`src/rtl/gray_counter.sv`:
```
// ============================================================================
// gray_counter : N-bit Gray-code counter (enable, up/down, load, wrap/saturate)
//                plus gray_to_bin converter used to recover the binary count.
// Revision     : 1.0
// ============================================================================
`default_nettype none

module gray_counter #(
  parameter int N       = 4,
  parameter bit WRAP_EN = 1'b1
) (
  input  logic         clk,
  input  logic         rst,
  input  logic         en,
  input  logic         up,
  input  logic         load,
  input  logic [N-1:0] load_val,
  output logic [N-1:0] g,
  output logic         wrap,
  output logic         sat,
  output logic         tc
);

  logic [N-1:0] cnt;
  logic [N-1:0] cnt_step;

  function automatic logic [N-1:0] to_gray(input logic [N-1:0] v);
    return v ^ (v >> 1);
  endfunction

  assign tc       = up ? (cnt == {N{1'b1}}) : (cnt == {N{1'b0}});
  // Modulo-2^N step: at the terminal value this lands exactly on the wrap target.
  assign cnt_step = up ? cnt + {{(N-1){1'b0}}, 1'b1} : cnt - {{(N-1){1'b0}}, 1'b1};

  always_ff @(posedge clk or posedge rst) begin
    if (rst) begin
      cnt  <= '0;
      g    <= '0;
      wrap <= 1'b0;
      sat  <= 1'b0;
    end else if (load) begin
      cnt  <= load_val;
      g    <= to_gray(load_val);
      wrap <= 1'b0;
      sat  <= 1'b0;
    end else if (en && tc && !WRAP_EN) begin
      wrap <= 1'b0;
      sat  <= 1'b1;
    end else if (en) begin
      cnt  <= cnt_step;
      g    <= to_gray(cnt_step);
      wrap <= tc;
      sat  <= 1'b0;
    end else begin
      wrap <= 1'b0;
      sat  <= 1'b0;
    end
  end

endmodule


`default_nettype wire
```
`config.mk`:
```
export PLATFORM = sky130hd
export DESIGN_NAME = gray_counter
export DESIGN_NICKNAME = d
export VERILOG_FILES = /design/src/rtl/gray_counter.sv
export SDC_FILE = /design/constraint.sdc
export NUM_CORES = 1
export LEC_CHECK = 0
export BUFFER_PORTS_ARGS = -buffer_cell sky130_fd_sc_hd__buf_2
export CORE_AREA = 2 2 39 41
export CTS_CLUSTER_SIZE = 30
export DETAILED_ROUTE_END_ITERATION = 7
export DIE_AREA = 0 0 41 43
export PLACE_DENSITY = 0.75
export SETUP_SLACK_MARGIN = 0.2
export SLEW_MARGIN = 20
export SYNTH_ARGS = -nofsm -noshare
export SYNTH_HDL_FRONTEND = slang
export SYNTH_SLANG_ARGS = --single-unit
```
`constraint.sdc`:
```
create_clock -name clk -period 2.4 [get_ports clk]
set_clock_uncertainty 0.1 [all_clocks]
set_input_delay 0.72 -clock clk [delete_from_list [all_inputs] [get_ports clk]]
set_output_delay 0.72 -clock clk [all_outputs]
set_load 0.03 [all_outputs]
```
======== After elaboration in Yosys (flattened, before gate mapping) ========
Cells that the tools add are included.
cells by class
  multiplexer cells ....................... 8
  add/sub/neg operators ................... 2
  bitwise gates (word level) .............. 2
  eq/ne operators ......................... 1
  reductions and logical operators ........ 2
operator list
  cell                                                                count
  4-bit 2-to-1 mux                                                    5
  4-bit by 3-bit bitwise XOR with 4-bit output                        2
  4-bit by 1-bit adder with 4-bit output, second input constant       1
  4-bit equality test, second input constant                          1
  4-bit zero test                                                     1
  4-bit by 1-bit subtractor with 4-bit output, second input constant  1
  1-bit 2-to-1 mux                                                    3
  2-bit nonzero test                                                  1
word-level totals
  register bits ........................... 9
  logic and storage cells ................. 18
  input bits .............................. 9

======== Logic depth before layout (Yosys ltp) ========
  depth after elaboration ................. 5
  mapped depth ............................ 6

======== Worst setup path after synthesis ========
OpenSTA, ideal clock, no wires.
  kind .................................... input -> output
  start ................................... input up
  end ..................................... output tc
  stages on the path ...................... 2
  path buffers ............................ 0
  setup slack ............................. -0.090 ns
  arrival ................................. 1.670 ns
  required time ........................... 1.580 ns
  cell sequence ........................... or4_1 o21ai_1
between the ends
  longest elaborated chain between the ends .. 1
ends and longest elaborated chain
  element           RTL line  RTL
  start, declared   15        input logic up,
  1-bit 2-to-1 mux  31        assign tc = up ? (cnt == {N{1'b1}}) : (cnt == {N{1'b0}});
  end, declared     21        output logic tc
No other way between the ends.

======== Final worst setup path ========
Same ends and word-level chain as after synthesis.

==> results.toml <==
[layout]
postLayoutCellArea_um2 = 738
fillers = 132
drive_above_1_share_pct = 36.3
syn2layout_area_growth_pct = 21.1
nets = 94
regArea_um2 = 200
num_antenna_cells = 0
multi_input_area_um2 = 375
final_cells = 96

[die]
die_width_um = 41
core-area_um2 = 1380
die-area_um2 = 1760
initial_core_util_pct = 44.0
rows = 14
io_pins = 16
die_h_um = 43

[critical_path]
r2r_start = "cnt[2]$_DFFE_PP0P_"
r2r_setup_slack_ps = 470
crit_start = "up"
crit_fanout = 3
cp.arrival_ps = 1590
r2r_cells = 5
worstSetupPathType = "in -> out"
crit_path_end = "tc"
critPathRequiredTime_ps = 1580
crit_path_start_kind = "input port"
r2r_end = "g[2]$_DFFE_PP0P_"
endpoint_kind = "output pin"

[clock_tree]
clk_latency_ps = 260
cts.sinks = 8
cts_buffers = 3
cts_buffer_depth = 2
h-tree-depth = 1
root_buffer = "clkbuf_4"
post-cts-setup-buffers = 0
tritoncts = "built"
clk_pin_slew_worst_paths_ps = 60
hold_buffers = 0

[routing]
drc = 0
drtIter0Drc = 10
drt_wl_total_um = 1170
wire_per_inst_um = 12.2
viasPerCell = 5.28
drtPass1Iterations = 4
vias = 507
ant_nets = 0

[timing]
setup_violations = 1
maxSlewViolCount = 0
finalWorstSetupSlack_ps = -9.24
fin_setup_tns_ps = -9.24
fin_crit_sh_pct = 100
rsz0062_at_grt = "true"
fin_crit_ps = 2410
timing.fmax_mhz = 415
hold_viol = 0

[grt]
track_usage_pct = 16.4
overflow = 0
grt_max_degree = 18
grt_pass1_wl_um = 1890
grt_pass1_vias = 445
antenna_found_initial = 0

[synthesis]
syn_avg_cell_area_um2 = 9.52
syn_inst = 64
synth-seq-area-share_pct = 32.9
synth.distinct_cells = 31
syn_nets = 76
synth-seq-cells = 8
ys_warn_count = 0
synth_area_um2 = 609

[min_path]
hold_class = "in -> async"

[power]
total_power_w = 0.000505
powerDensity_nw_per_um2 = 683
ir_worst_vdd_v = 0.000285
power.leakage_nw = 0.344

[placed_design]
dpl.cell_count = 93
gp_congestion = 0.746
postPlaceCellArea_um2 = 703
port_buffers = 14
post-place-ws_ps = -111
dp_hpwl_um = 917

[status]
violations = "setup timing"
status = "finished with violations"

[job]
maxCapViolCount = 0
## cell usage after synthesis, drive strengths merged
library cell,instances,area share [%]
and3,2,3.1
conb,1,0.62
or4,1,1.2
buf,4,6.2
a21o,2,2.7
inv,2,1.2
a211o,1,1.4
nor3b,2,2.5
nand3,3,3.3
a21oi,4,3.3
clkbuf,1,0.62
a211oi,2,2.5
ha,2,4.1
dfrtp,8,33
nand2,5,3.1
mux2i,1,1.6
or3,1,1.8
xnor2,7,10
and2b,1,1.2
nor2b,2,2.1
o21ai,6,4.9
xor2,1,1.4
or2b,1,1.4
nand4b,2,2.9
nor2,1,0.62
fa,1,3.3
## stage by stage
step	hold WS [ps]	utilization, %
after global placement	536	50.8
after detailed placement	549	50.8
after global routing	338	53.3
after floorplan	436	-
final	297	53.3
after CTS	304	53.3
## per-layer routing
layer  wire length (um)  global-route usage (%)  up-vias
li1                   -                       -      251
met1                510                    21.6      235
met2                568                    22.8       16
met3                 56                    4.71        5
met4                 36                    10.0        0
met5                  0                       0        -
## power breakdown
part           internal [W]  total, W  switching (W)  leakage [nW]
Sequential         0.000156  0.000177      0.0000208        0.0967
Clock             0.0000575  0.000107      0.0000496        0.0138
Combinational      0.000103  0.000221       0.000118         0.233
## sequential cells by signal (all words and copies together) (netlist names)
name and count:
cnt 3, wrap 1, g 4
## area by class of cell
type                            instances  area share [%]
Multi-Input combinational cell         49            50.8
Clock buffer                            3            3.05
Inverter                                2            1.02
Tap cell                               16            2.71
Timing Repair Buffer                   18            15.3
Sequential cell                         8            27.1
## logic make-up (layout without fill, tap and decap cells)
logic type	after synthesis	count (layout)	synth area share, %
AO/OA/AOI/OAI	15	15	14.8
multiplexers	1	1	1.64
other	1	1	0.615
adder cells (fa/ha/maj)	3	3	7.39
XOR/XNOR	8	8	11.5
flip-flops	8	8	32.9
AND/OR/NAND/NOR	21	21	23.2
buffers and inverters	7	23	8.01
## layout by cell type (no fill, tap or decap), types with 2 or more instances in the layout
master    count
a211oi_1      2
a21oi_1       4
buf_2        12
buf_4         4
buf_6         2
clkbuf_4      3
dfrtp_1       8
ha_1          2
inv_1         2
nand2_1       5
nand3_1       2
nand4b_1      2
nor2b_1       2
nor3b_1       2
o21ai_0       5
xnor2_1       7
## worst min-delay path by stage
stage,start,end,cells after the start
after detailed placement,g[0]$_DFFE_PP0P_,g[0]$_DFFE_PP0P_,3
final,rst,wrap$_DFF_PP0_,2
after CTS,rst,wrap$_DFF_PP0_,2
after global placement,g[1]$_DFFE_PP0P_,g[1]$_DFFE_PP0P_,3
after global routing,rst,wrap$_DFF_PP0_,2
after floorplan,rst,cnt[0]$_DFFE_PP0P_,1
## repair_timing
item / CTS / global route
gates resized for setup: 3 / 0
pin swaps: 1 / 0
endpoints found under the setup margin: 1 / 1
## worst max-delay path, stage by stage
cell and delay (ps):
buf_6 90, or4_4 480, o21ai_4 140, buf_6 140
(Power assumes the default switching activity.)
